`src/rtl/trapresolve_pkg.sv`:
```
// Shared constants for trapresolve: core configuration, interrupt bit indices,
// cause codes, and the fixed interrupt priority order.
package trapresolve_pkg;

  typedef struct packed {
    logic       U_SUPPORTED;
    logic       S_SUPPORTED;
    logic       H_SUPPORTED;
    logic [1:0] M_MODE;
    logic [1:0] S_MODE;
    logic [1:0] U_MODE;
  } cvw_t;

  localparam cvw_t CVW_DEFAULT = '{
    U_SUPPORTED: 1'b1,
    S_SUPPORTED: 1'b1,
    H_SUPPORTED: 1'b1,
    M_MODE:      2'b11,
    S_MODE:      2'b01,
    U_MODE:      2'b00
  };

  localparam int unsigned NUM_INT = 12;

  localparam int unsigned IRQ_SSI  = 1;
  localparam int unsigned IRQ_VSSI = 2;
  localparam int unsigned IRQ_MSI  = 3;
  localparam int unsigned IRQ_STI  = 5;
  localparam int unsigned IRQ_VSTI = 6;
  localparam int unsigned IRQ_MTI  = 7;
  localparam int unsigned IRQ_SEI  = 9;
  localparam int unsigned IRQ_VSEI = 10;
  localparam int unsigned IRQ_MEI  = 11;

  localparam logic [4:0] CAUSE_ILLEGAL_INSTR = 5'd2;

  // Highest priority first.
  localparam int unsigned INT_PRIO_N = 9;
  localparam int unsigned INT_PRIO [INT_PRIO_N] = '{
    IRQ_MEI, IRQ_MSI, IRQ_MTI, IRQ_SEI, IRQ_SSI, IRQ_STI,
    IRQ_VSEI, IRQ_VSSI, IRQ_VSTI
  };

  typedef enum logic [1:0] {
    TGT_NONE,
    TGT_M,
    TGT_HS,
    TGT_VS
  } trap_tgt_e;

endpackage

```
`src/rtl/trapresolve_if.sv`:
```
// Signal bundle between the Memory-stage control/CSR side and trapresolve.
// master drives the pipeline/CSR state; slave is the trap resolver.
interface trapresolve_if;
  logic        StallW;
  logic        InstrValidM;
  logic        ExcValidM;
  logic [4:0]  ExcCauseM;
  logic        wfiM;
  logic        MExtIntRaw;
  logic        SExtIntRaw;
  logic [11:0] MIP_REGW;
  logic [11:0] MIE_REGW;
  logic [11:0] MIDELEG_REGW;
  logic [11:0] HIDELEG_REGW;
  logic [15:0] MEDELEG_REGW;
  logic [15:0] HEDELEG_REGW;
  logic        STATUS_MIE;
  logic        STATUS_SIE;
  logic        VSSTATUS_SIE;
  logic        STATUS_TW;
  logic [1:0]  PrivilegeModeW;
  logic        VirtModeW;

  logic        TrapM;
  logic        InterruptM;
  logic [4:0]  CauseM;
  logic        DelegateM;
  logic        TrapToM;
  logic        TrapToHS;
  logic        TrapToVS;
  logic        WFIStallM;
  logic [11:0] PendingIntsM;

  modport master (
    output StallW, InstrValidM, ExcValidM, ExcCauseM, wfiM, MExtIntRaw, SExtIntRaw,
           MIP_REGW, MIE_REGW, MIDELEG_REGW, HIDELEG_REGW, MEDELEG_REGW, HEDELEG_REGW,
           STATUS_MIE, STATUS_SIE, VSSTATUS_SIE, STATUS_TW, PrivilegeModeW, VirtModeW,
    input  TrapM, InterruptM, CauseM, DelegateM, TrapToM, TrapToHS, TrapToVS,
           WFIStallM, PendingIntsM
  );

  modport slave (
    input  StallW, InstrValidM, ExcValidM, ExcCauseM, wfiM, MExtIntRaw, SExtIntRaw,
           MIP_REGW, MIE_REGW, MIDELEG_REGW, HIDELEG_REGW, MEDELEG_REGW, HEDELEG_REGW,
           STATUS_MIE, STATUS_SIE, VSSTATUS_SIE, STATUS_TW, PrivilegeModeW, VirtModeW,
    output TrapM, InterruptM, CauseM, DelegateM, TrapToM, TrapToHS, TrapToVS,
           WFIStallM, PendingIntsM
  );
endinterface

```
`src/rtl/trapresolve_intpriority.sv`:
```
// Combinational fixed-priority encoder over the eligible interrupt vector;
// bits not in the priority table are never selected.
module intpriority
  import trapresolve_pkg::*;
(
  input  logic [NUM_INT-1:0] eligible_i,
  output logic               valid_o,
  output logic [4:0]         cause_o
);

  always_comb begin
    valid_o = 1'b0;
    cause_o = '0;
    for (int unsigned k = 0; k < INT_PRIO_N; k++) begin
      if (!valid_o && eligible_i[INT_PRIO[k]]) begin
        valid_o = 1'b1;
        cause_o = 5'(INT_PRIO[k]);
      end
    end
  end

endmodule

```
`src/rtl/trapresolve.sv`:
```
// Memory-stage trap resolution: interrupt sync/pending, eligibility, priority,
// delegation and WFI stall. WFI timeout trap enabled by TRAP_WFI_TIMEOUT_EN.
module trapresolve
  import trapresolve_pkg::*;
#(
  parameter cvw_t        P           = CVW_DEFAULT,
  parameter int unsigned WFI_TIMEOUT = 255
) (
  input logic         clk,
  input logic         reset_n,
  trapresolve_if.slave tr
);

  logic              mext_s1_q, mext_s2_q, sext_s1_q, sext_s2_q;
  logic [NUM_INT-1:0] mip_merged, pend_d, pend_q;
  logic [NUM_INT-1:0] mideleg, hideleg, en_mask, eligible;
  logic [15:0]       medeleg, hedeleg;
  logic              priv_m, priv_s, priv_u;
  logic              int_valid, int_taken;
  logic [4:0]        int_cause;
  logic              wfi_timeout, wfi_stall;
  logic              trap, intr, exc_hs, exc_vs;
  logic [4:0]        cause, exc_cause;
  trap_tgt_e         tgt;

  always_ff @(posedge clk or negedge reset_n) begin
    if (!reset_n) begin
      mext_s1_q <= 1'b0;
      mext_s2_q <= 1'b0;
      sext_s1_q <= 1'b0;
      sext_s2_q <= 1'b0;
      pend_q    <= '0;
    end else begin
      mext_s1_q <= tr.MExtIntRaw;
      mext_s2_q <= mext_s1_q;
      sext_s1_q <= tr.SExtIntRaw;
      sext_s2_q <= sext_s1_q;
      pend_q    <= pend_d;
    end
  end

  always_comb begin
    mip_merged          = tr.MIP_REGW;
    mip_merged[IRQ_MEI] = tr.MIP_REGW[IRQ_MEI] | mext_s2_q;
    mip_merged[IRQ_SEI] = tr.MIP_REGW[IRQ_SEI] | sext_s2_q;
  end

  assign pend_d = mip_merged & tr.MIE_REGW;

  assign mideleg = P.S_SUPPORTED ? tr.MIDELEG_REGW : '0;
  assign medeleg = P.S_SUPPORTED ? tr.MEDELEG_REGW : '0;
  assign hideleg = P.H_SUPPORTED ? tr.HIDELEG_REGW : '0;
  assign hedeleg = P.H_SUPPORTED ? tr.HEDELEG_REGW : '0;

  assign priv_m = (tr.PrivilegeModeW == P.M_MODE);
  assign priv_s = (tr.PrivilegeModeW == P.S_MODE);
  assign priv_u = (tr.PrivilegeModeW == P.U_MODE);

  // Per-bit global enable, depending on where the bit is delegated to.
  always_comb begin
    en_mask = '0;
    for (int unsigned i = 0; i < NUM_INT; i++) begin
      if (!mideleg[i])
        en_mask[i] = !priv_m || tr.STATUS_MIE;
      else if (!hideleg[i])
        en_mask[i] = !priv_m && (priv_u || tr.VirtModeW ||
                                 (priv_s && !tr.VirtModeW && tr.STATUS_SIE));
      else
        en_mask[i] = tr.VirtModeW && (priv_u || tr.VSSTATUS_SIE);
    end
  end

  assign eligible = pend_q & en_mask;

  intpriority u_intpriority (
    .eligible_i (eligible),
    .valid_o    (int_valid),
    .cause_o    (int_cause)
  );

  assign int_taken = int_valid && tr.InstrValidM && !tr.StallW;

  // The WFI timeout reuses the exception delegation path with the illegal-instruction cause.
  always_comb begin
    trap      = 1'b0;
    intr      = 1'b0;
    cause     = '0;
    tgt       = TGT_NONE;
    exc_cause = tr.ExcValidM ? tr.ExcCauseM : CAUSE_ILLEGAL_INSTR;
    exc_hs    = !priv_m && !exc_cause[4] && medeleg[exc_cause[3:0]];
    exc_vs    = exc_hs && tr.VirtModeW && hedeleg[exc_cause[3:0]];
    if (int_taken) begin
      trap  = 1'b1;
      intr  = 1'b1;
      cause = int_cause;
      if (!mideleg[int_cause[3:0]])
        tgt = TGT_M;
      else if (hideleg[int_cause[3:0]])
        tgt = TGT_VS;
      else
        tgt = TGT_HS;
    end else if (tr.ExcValidM || wfi_timeout) begin
      trap  = 1'b1;
      cause = exc_cause;
      tgt   = exc_vs ? TGT_VS : (exc_hs ? TGT_HS : TGT_M);
    end
    if (trap && !P.U_SUPPORTED)
      tgt = TGT_M;
  end

  assign wfi_stall = tr.wfiM && !(|pend_d) && !wfi_timeout;

`ifdef TRAP_WFI_TIMEOUT_EN
  localparam logic [7:0] TimeoutCnt = 8'(WFI_TIMEOUT);

  logic [7:0] wfi_cnt_d, wfi_cnt_q;

  assign wfi_timeout = tr.wfiM && tr.STATUS_TW && !priv_m && (wfi_cnt_q == TimeoutCnt);

  always_comb begin
    wfi_cnt_d = wfi_cnt_q;
    if (!tr.wfiM || trap)
      wfi_cnt_d = '0;
    else if (wfi_stall && (wfi_cnt_q != TimeoutCnt))
      wfi_cnt_d = wfi_cnt_q + 8'd1;
  end

  always_ff @(posedge clk or negedge reset_n) begin
    if (!reset_n) wfi_cnt_q <= '0;
    else          wfi_cnt_q <= wfi_cnt_d;
  end
`else
  localparam int unsigned unused_timeout = WFI_TIMEOUT;
  logic unused_tw;

  assign unused_tw   = tr.STATUS_TW;
  assign wfi_timeout = 1'b0;
`endif

  // Outputs are forced low while reset is asserted, including mid-WFI.
  assign tr.TrapM        = reset_n && trap;
  assign tr.InterruptM   = reset_n && intr;
  assign tr.CauseM       = reset_n ? cause : '0;
  assign tr.TrapToM      = reset_n && (tgt == TGT_M);
  assign tr.TrapToHS     = reset_n && (tgt == TGT_HS);
  assign tr.TrapToVS     = reset_n && (tgt == TGT_VS);
  assign tr.DelegateM    = reset_n && ((tgt == TGT_HS) || (tgt == TGT_VS));
  assign tr.WFIStallM    = reset_n && wfi_stall;
  assign tr.PendingIntsM = pend_q;

endmodule

```
`src/flat_wrapper.sv`:
```
// flat-port wrapper written by rule: the top's interface ports become plain ports
module trapresolve_flat import trapresolve_pkg::*;
#(
  parameter cvw_t        P           = CVW_DEFAULT,
  parameter int unsigned WFI_TIMEOUT = 255
)
  (clk, reset_n, tr_StallW, tr_InstrValidM, tr_ExcValidM, tr_ExcCauseM, tr_wfiM, tr_MExtIntRaw, tr_SExtIntRaw, tr_MIP_REGW, tr_MIE_REGW, tr_MIDELEG_REGW, tr_HIDELEG_REGW, tr_MEDELEG_REGW, tr_HEDELEG_REGW, tr_STATUS_MIE, tr_STATUS_SIE, tr_VSSTATUS_SIE, tr_STATUS_TW, tr_PrivilegeModeW, tr_VirtModeW, tr_TrapM, tr_InterruptM, tr_CauseM, tr_DelegateM, tr_TrapToM, tr_TrapToHS, tr_TrapToVS, tr_WFIStallM, tr_PendingIntsM);
  trapresolve_if tr_i ();
  input logic clk;
  input logic reset_n;
  input wire logic [$bits(tr_i.StallW)-1:0] tr_StallW;
  input wire logic [$bits(tr_i.InstrValidM)-1:0] tr_InstrValidM;
  input wire logic [$bits(tr_i.ExcValidM)-1:0] tr_ExcValidM;
  input wire logic [$bits(tr_i.ExcCauseM)-1:0] tr_ExcCauseM;
  input wire logic [$bits(tr_i.wfiM)-1:0] tr_wfiM;
  input wire logic [$bits(tr_i.MExtIntRaw)-1:0] tr_MExtIntRaw;
  input wire logic [$bits(tr_i.SExtIntRaw)-1:0] tr_SExtIntRaw;
  input wire logic [$bits(tr_i.MIP_REGW)-1:0] tr_MIP_REGW;
  input wire logic [$bits(tr_i.MIE_REGW)-1:0] tr_MIE_REGW;
  input wire logic [$bits(tr_i.MIDELEG_REGW)-1:0] tr_MIDELEG_REGW;
  input wire logic [$bits(tr_i.HIDELEG_REGW)-1:0] tr_HIDELEG_REGW;
  input wire logic [$bits(tr_i.MEDELEG_REGW)-1:0] tr_MEDELEG_REGW;
  input wire logic [$bits(tr_i.HEDELEG_REGW)-1:0] tr_HEDELEG_REGW;
  input wire logic [$bits(tr_i.STATUS_MIE)-1:0] tr_STATUS_MIE;
  input wire logic [$bits(tr_i.STATUS_SIE)-1:0] tr_STATUS_SIE;
  input wire logic [$bits(tr_i.VSSTATUS_SIE)-1:0] tr_VSSTATUS_SIE;
  input wire logic [$bits(tr_i.STATUS_TW)-1:0] tr_STATUS_TW;
  input wire logic [$bits(tr_i.PrivilegeModeW)-1:0] tr_PrivilegeModeW;
  input wire logic [$bits(tr_i.VirtModeW)-1:0] tr_VirtModeW;
  output wire logic [$bits(tr_i.TrapM)-1:0] tr_TrapM;
  output wire logic [$bits(tr_i.InterruptM)-1:0] tr_InterruptM;
  output wire logic [$bits(tr_i.CauseM)-1:0] tr_CauseM;
  output wire logic [$bits(tr_i.DelegateM)-1:0] tr_DelegateM;
  output wire logic [$bits(tr_i.TrapToM)-1:0] tr_TrapToM;
  output wire logic [$bits(tr_i.TrapToHS)-1:0] tr_TrapToHS;
  output wire logic [$bits(tr_i.TrapToVS)-1:0] tr_TrapToVS;
  output wire logic [$bits(tr_i.WFIStallM)-1:0] tr_WFIStallM;
  output wire logic [$bits(tr_i.PendingIntsM)-1:0] tr_PendingIntsM;
  assign tr_i.StallW = tr_StallW;
  assign tr_i.InstrValidM = tr_InstrValidM;
  assign tr_i.ExcValidM = tr_ExcValidM;
  assign tr_i.ExcCauseM = tr_ExcCauseM;
  assign tr_i.wfiM = tr_wfiM;
  assign tr_i.MExtIntRaw = tr_MExtIntRaw;
  assign tr_i.SExtIntRaw = tr_SExtIntRaw;
  assign tr_i.MIP_REGW = tr_MIP_REGW;
  assign tr_i.MIE_REGW = tr_MIE_REGW;
  assign tr_i.MIDELEG_REGW = tr_MIDELEG_REGW;
  assign tr_i.HIDELEG_REGW = tr_HIDELEG_REGW;
  assign tr_i.MEDELEG_REGW = tr_MEDELEG_REGW;
  assign tr_i.HEDELEG_REGW = tr_HEDELEG_REGW;
  assign tr_i.STATUS_MIE = tr_STATUS_MIE;
  assign tr_i.STATUS_SIE = tr_STATUS_SIE;
  assign tr_i.VSSTATUS_SIE = tr_VSSTATUS_SIE;
  assign tr_i.STATUS_TW = tr_STATUS_TW;
  assign tr_i.PrivilegeModeW = tr_PrivilegeModeW;
  assign tr_i.VirtModeW = tr_VirtModeW;
  assign tr_TrapM = tr_i.TrapM;
  assign tr_InterruptM = tr_i.InterruptM;
  assign tr_CauseM = tr_i.CauseM;
  assign tr_DelegateM = tr_i.DelegateM;
  assign tr_TrapToM = tr_i.TrapToM;
  assign tr_TrapToHS = tr_i.TrapToHS;
  assign tr_TrapToVS = tr_i.TrapToVS;
  assign tr_WFIStallM = tr_i.WFIStallM;
  assign tr_PendingIntsM = tr_i.PendingIntsM;
  trapresolve #(.P(P), .WFI_TIMEOUT(WFI_TIMEOUT)) u_core (.clk(clk), .reset_n(reset_n), .tr(tr_i));
endmodule
```
`config.mk`:
```
export PLATFORM = sky130hd
export DESIGN_NAME = trapresolve_flat
export DESIGN_NICKNAME = d
export VERILOG_FILES = /design/src/rtl/trapresolve_pkg.sv /design/src/rtl/trapresolve_if.sv /design/src/rtl/trapresolve_intpriority.sv /design/src/rtl/trapresolve.sv /design/src/flat_wrapper.sv
export SDC_FILE = /design/constraint.sdc
export NUM_CORES = 1
export LEC_CHECK = 0
export CORE_AREA = 2 2 72 74
export CTS_CLUSTER_DIAMETER = 50
export DETAILED_ROUTE_END_ITERATION = 7
export DIE_AREA = 0 0 74 76
export GPL_TIMING_DRIVEN = 0
export PLACE_DENSITY = 0.83
export SYNTH_ARGS = -nofsm -noshare
export SYNTH_HDL_FRONTEND = slang
export SYNTH_SLANG_ARGS = --single-unit
```
`constraint.sdc`:
```
create_clock -name clk -period 7.63 [get_ports clk]
set_input_delay 1.1445 -clock clk [delete_from_list [all_inputs] [get_ports clk]]
set_output_delay 1.1445 -clock clk [all_outputs]
set_load 0.005 [all_outputs]
```
[Word-level counts from Yosys, hierarchy flattened]
Cells that the tools add are included.
Widths: inputs -> output; s select.
Word-level totals
  bits in read-only memories: 0
  latch bits: 0
  register bits after elaboration: 16
  output and inout port bits: 24
  RAM bits: 0
  memories: 0
  bits of input ports: 100
Cells by class
  muxes and demuxes: 63
  shift-type cells: 0
  $mul: 0
  add/sub/neg operators: 0
  equality and inequality tests: 5
  bitwise logic cells: 4
  order comparisons: 2
  reduce and logical (&&, ||, !) cells: 46
  div/mod/pow operators: 0
Operator list (number)
  $mux 5: 12
  $mux 1: 41
  $logic_and 1x1->1: 26
  $and 12x12->12: 2
  $bmux 1 s4: 4
  $logic_not 1->1: 13
  $reduce_or 12->1: 1
  $lt 4x5->1 const B: 2
  $mux 2: 5
  $eq 2x2->1 const B: 3
  $logic_or 1x1->1: 5
  $eq 2x1->1 const B: 2
  $mux 4: 1
  $logic_not 2->1: 1
  $or 1x1->1: 2

[Logic depth before layout (Yosys ltp)]
  depth after elaboration: 41
  gate-level depth with buffers: 12

[By module]
A second synthesis with hierarchy kept.
Second synthesis, totals
  cell total of the unflattened synthesis: 193
  area total of the unflattened synthesis: 1720.4 sq um
By module, submodules not included
  trapresolve: cells each 178, times used 1, area each 1630.3 sq um, seq. area each 400.4 sq um
  intpriority: cells each 15, times used 1, area each 90.1 sq um, seq. area each 0.0 sq um

[Least setup slack after synthesis]
OpenSTA, ideal clock, no wires.
  path type: input-to-output
  start point: in tr_VirtModeW
  end point: out tr_TrapToVS
  data required time: 6.485 ns
  stages: 10
  arrival time: 3.553 ns
  path buffers: 1
  path slack: 2.933 ns
  path through: buf_4 or3b_4 o21ai_4 a311oi_2 or3b_4 a311oi_4 a2111oi_0 nor4_2 a21o_1 nor3b_2
Between the ends
  word-level cells in the longest chain between the ends: 40
Ends and longest elaborated chain
  start, declared: line flat_wrapper.sv:29  | input wire logic [$bits(tr_i.VirtModeW)-1:0] tr_VirtModeW;
  $logic_not 1->1: line trapresolve.sv:67  | (priv_s && !tr.VirtModeW && tr.STATUS_SIE));
  $logic_and 1x1->1 (2 in a row): line trapresolve.sv:67
  $logic_or 1x1->1: line trapresolve.sv:66  | en_mask[i] = !priv_m && (priv_u || tr.VirtModeW ||
  $logic_and 1x1->1: line trapresolve.sv:66
  $mux 1: line trapresolve.sv:65  | else if (!hideleg[i])
  $mux 1: line trapresolve.sv:63  | if (!mideleg[i])
  $and 12x12->12: line trapresolve.sv:73  | assign eligible = pend_q & en_mask;
  $mux 1: line trapresolve_intpriority.sv:15  | if (!valid_o && eligible_i[INT_PRIO[k]]) begin
  [23 not listed]
  $mux 5: line trapresolve_intpriority.sv:15
  $bmux 1 s4: line trapresolve.sv:98  | else if (hideleg[int_cause[3:0]])
  $mux 1 (implied by the code): line trapresolve.sv:98
  $mux 1: line trapresolve.sv:98
  $mux 2: line trapresolve.sv:96  | if (!mideleg[int_cause[3:0]])
  $mux 2 (*): line trapresolve.sv:92  | if (int_taken) begin
  $eq 2x2->1 (*): line trapresolve.sv:146  | assign tr.TrapToVS = reset_n && (tgt == TGT_VS);
  $logic_and 1x1->1 (*): line trapresolve.sv:146
  end, declared: line flat_wrapper.sv:36  | output wire logic [$bits(tr_i.TrapToVS)-1:0] tr_TrapToVS;
Mark *: on every way between the ends. The rest lies on a longest branch, timed or not. The select of a mux whose other input is x is not followed.

[Worst setup path in the final report]
  start point: in tr_PrivilegeModeW[1]
  end point: out tr_TrapToVS
Between the ends
  word-level cells in the longest chain between the ends: 40
Ends and longest elaborated chain
  start, declared: line flat_wrapper.sv:28  | input wire logic [$bits(tr_i.PrivilegeModeW)-1:0] tr_PrivilegeModeW;
  $eq 2x1->1: line trapresolve.sv:56  | assign priv_s = (tr.PrivilegeModeW == P.S_MODE);
  $logic_and 1x1->1 (2 in a row): line trapresolve.sv:67
  $logic_or 1x1->1: line trapresolve.sv:66
  $logic_and 1x1->1: line trapresolve.sv:66
  $mux 1: line trapresolve.sv:65
  $mux 1: line trapresolve.sv:63
  $and 12x12->12: line trapresolve.sv:73
  $mux 1: line trapresolve_intpriority.sv:15
  [23 not listed]
  $mux 5: line trapresolve_intpriority.sv:15
  $bmux 1 s4: line trapresolve.sv:98
  $mux 1 (implied by the code): line trapresolve.sv:98
  $mux 1: line trapresolve.sv:98
  $mux 2: line trapresolve.sv:96
  $mux 2 (*): line trapresolve.sv:92
  $eq 2x2->1 (*): line trapresolve.sv:146
  $logic_and 1x1->1 (*): line trapresolve.sv:146
Marked as above.

==> key figures <==
Synth
  – Post-Syn Nets: 322
  – Yosys warnings: 0
  – Seq cells post-synth: 16
  – Post-synthesis sequential area ratio: ~22%
  – Cell variety after synth: 51
  – Ranking of synthesized cells by area: dfrtp_1 (22%), mux2i_1 (6.1%), o21ai_0 (5.3%)
  – Post-synth top area cell: dfrtp_1
  – Post-synth top flop: dfrtp_1
  – Number of synthesized flops with an enable pin: 0
  – Post-Syn Area: 1810 um2
  – Post-synthesis instance total: 222
  – Synth async-reset ratio: 100%
  – Top cell type's share of synthesized area: approximately 22%
  – Average size of a mapped cell: approximately 8 um2

STA
  – Final setup violation count: 0
  – Setup tns final: 0 ns
  – Max Transition Viols Final: 0
  – Clock skew: 0.000395 ns
  – Measured slew at the worst slew-check pin: ~0.74 ns
  – Final hold viol count: 0
  – Unrepaired setup endpoints after global routing: false
  – Period minus WS final: 6.02 ns
  – Peak Freq: 166 MHz
  – Final Cycle Share: 78.9%
  – Slew margin rel.: 50.5%

Power and ir drop
  – Sequential fraction of design power: 28.7%
  – Switching Fraction: 29.6%
  – Power Density: 103 nW/um2
  – Leakage power: 0.00120 uW
  – Comb power frac: 48.6%
  – Max VDD drop: 0.103 mV
  – Clock network power share: 22.7%
  – Pint: about 230 uW
  – Pwr Total: 321 uW
  – NetSw: ~95 uW

Setup path
  – CP Class: primary input to primary output
  – CP arrival: 4.87 ns
  – Crit path launch type: primary input
  – Setup crit end kind: primary output
  – Crit-path max FO: 10
  – Worst EP required: 6.49 ns
  – Reg2reg setup slack: 6.95 ns

Floorplan
  – Core area: 4910 um2
  – DIE WIDTH: 74 um
  – Initial Utilization: a little under two fifths
  – # rows: 26
  – Die Height: 76 um
  – # IOs: 124
  – Die area: 5620 um2

Placement
  – HPWL Detailed: about 5.2 mm
  – I/O Buffers: 117
  – GP Congestion: 0.875
  – Area after DPL: 3070 um2

GRT
  – Initial antenna violation count: 0
  – First-pass GRT wire length: between 9 and 10 mm
  – Largest net degree at the start of global routing: 19
  – Vias in the first global route: 2,157
  – GRT Total Usage: 21.7%
  – Total gr overflow: 0

Cells and area
  – Synth-to-layout area growth: 72.7%
  – Fraction of layout cells with a size suffix above 1: 6.12%
  – Most frequent cells in the layout: clkdlybuf4s50_1 (117), nand2_1 (21), o21ai_0 (19)
  – Cell area after layout: 3120 um2
  – Commonest non-fill, non-tap cell in the layout: clkdlybuf4s50_1
  – Post-layout nets: 444
  – N_diodes: 0

Worst hold path
  – Hold Path Class: register to register

CTS
  – CTS Sinks: 16
  – Postcts setup bufs: 0
  – H-tree Lvls: 1
  – Skew-Pair Late Insertion Delay: 0.24 ns
  – Clock Path Buffers: 2
  – Root Driver: clkbuf_8
  – Hold Buf Count CTS: 0
  – PostCTS Resize Cnt: 0
  – Clock transition at path regs: 0.06 ns
  – CTS tree: built
  – Num CTS Buffers: 3

Detailed routing
  – Wire per inst: 14.9 um
  – WL final: 6.15 mm
  – DRT antenna net count: 0
  – DRC violations left: 0
  – Post-DR vias/cell: 5.33
  – DR vias: 2,201
  – DRT iter0 DRCs: 107
  – First-pass DRT Iterations: 4

Job
  – Max_cap viols: 0

Run status
  – Status: complete, no violations
[routing by layer]
metal | global-route usage (%) | wire [um] | vias up
met5 | 0 | 0 | -
met4 | 4.91 | 86 | 0
met3 | 2.91 | 280 | 8
met2 | 37.6 | 3210 | 60
met1 | 28.2 | 2570 | 1045
li1 | - | - | 1088
[logic make-up (layout without fill, tap and decap cells)]
family | count (synthesis) | in the layout | synth area share [%]
AND/OR/NAND/NOR | 95 | 95 | 31.2
AO/OA/AOI/OAI | 80 | 80 | 33.9
buffers and inverters | 18 | 139 | 4.16
flip-flops | 16 | 16 | 22.2
multiplexers | 13 | 13 | 8.59
[final cells by class]
type                    instances  area (um2)
plain buffers                  11        48.8
flip-flops and latches         16         400
inverters                       7        26.3
multi-input cells             188        1330
fillers                       459        1790
well taps                      70        87.6
repair buffers                117        1170
clock buffers                   4        55.1
[worst max-delay path: stages]
cell	delay (ns)
clkdlybuf4s50_1	0.53
nand3b_1	0.35
o21ai_0	0.43
a311oi_4	0.10
or3b_4	0.44
a311oi_4	0.46
o311ai_0	0.25
a21o_1	0.21
o211a_1	0.23
nor3b_2	0.17
clkdlybuf4s50_1	0.56
[per-stage QoR]
stage                     cells  util, %  setup WS [ns]  hold WS (ns)
after detailed placement    409     62.4           1.61         0.337
after global placement      409     62.4           1.65         0.333
final                       413     63.5           1.61         0.350
after CTS                   413     63.5           1.60         0.351
after global routing        413     63.5           1.33         0.359
after floorplan             222        -           2.93         0.331
[power by group through the flow]
stage / logic, uW / clock network [uW] / registers (uW)
floorplan: 72.9 / 0 / 93.2
global placement: 154 / 0 / 93.5
detailed placement: 156 / 0 / 93.7
CTS: 157 / 74.3 / 92.2
global route: 170 / 78.4 / 92.6
finish: 156 / 72.9 / 92.3
[state kept, by name, summed over array words and instances (netlist names)]
name	count
u_core.tr.PendingIntsM	12
u_core.mext_s1_q	1
u_core.mext_s2_q	1
u_core.sext_s1_q	1
u_core.sext_s2_q	1
[cell usage after synthesis (3+ instances only)]
| cell type | instances |
|---|---|
| dfrtp_1 | 16 |
| a211oi_1 | 4 |
| and2_1 | 15 |
| a211o_1 | 3 |
| nor3b_1 | 5 |
| nor3_1 | 3 |
| a21oi_1 | 16 |
| nor2_1 | 7 |
| o31a_1 | 3 |
| nand2_1 | 21 |
| a221oi_1 | 3 |
| a21boi_0 | 4 |
| nand3b_1 | 5 |
| or4_1 | 3 |
| nand2b_1 | 7 |
| mux2i_1 | 11 |
| inv_1 | 7 |
| nand3_1 | 4 |
| clkbuf_1 | 9 |
| nor2b_1 | 11 |
| o21a_1 | 5 |
| o21ai_0 | 19 |
[worst paths after layout]
path / end / start / depth (start not counted)
setup / recovery: tr_TrapToVS / tr_PrivilegeModeW[1] / 11
hold / removal: u_core.mext_s2_q$_DFF_PN0_ / u_core.mext_s1_q$_DFF_PN0_ / 0
setup reg to reg: u_core.tr.PendingIntsM[9]$_DFF_PN0_ / u_core.sext_s2_q$_DFF_PN0_ / 1
hold reg to reg: u_core.mext_s2_q$_DFF_PN0_ / u_core.mext_s1_q$_DFF_PN0_ / 0
max in group asynchronous: u_core.tr.PendingIntsM[0]$_DFF_PN0_ / reset_n / 1
min in group asynchronous: u_core.tr.PendingIntsM[2]$_DFF_PN0_ / reset_n / 1
(Power assumes the default switching activity.)
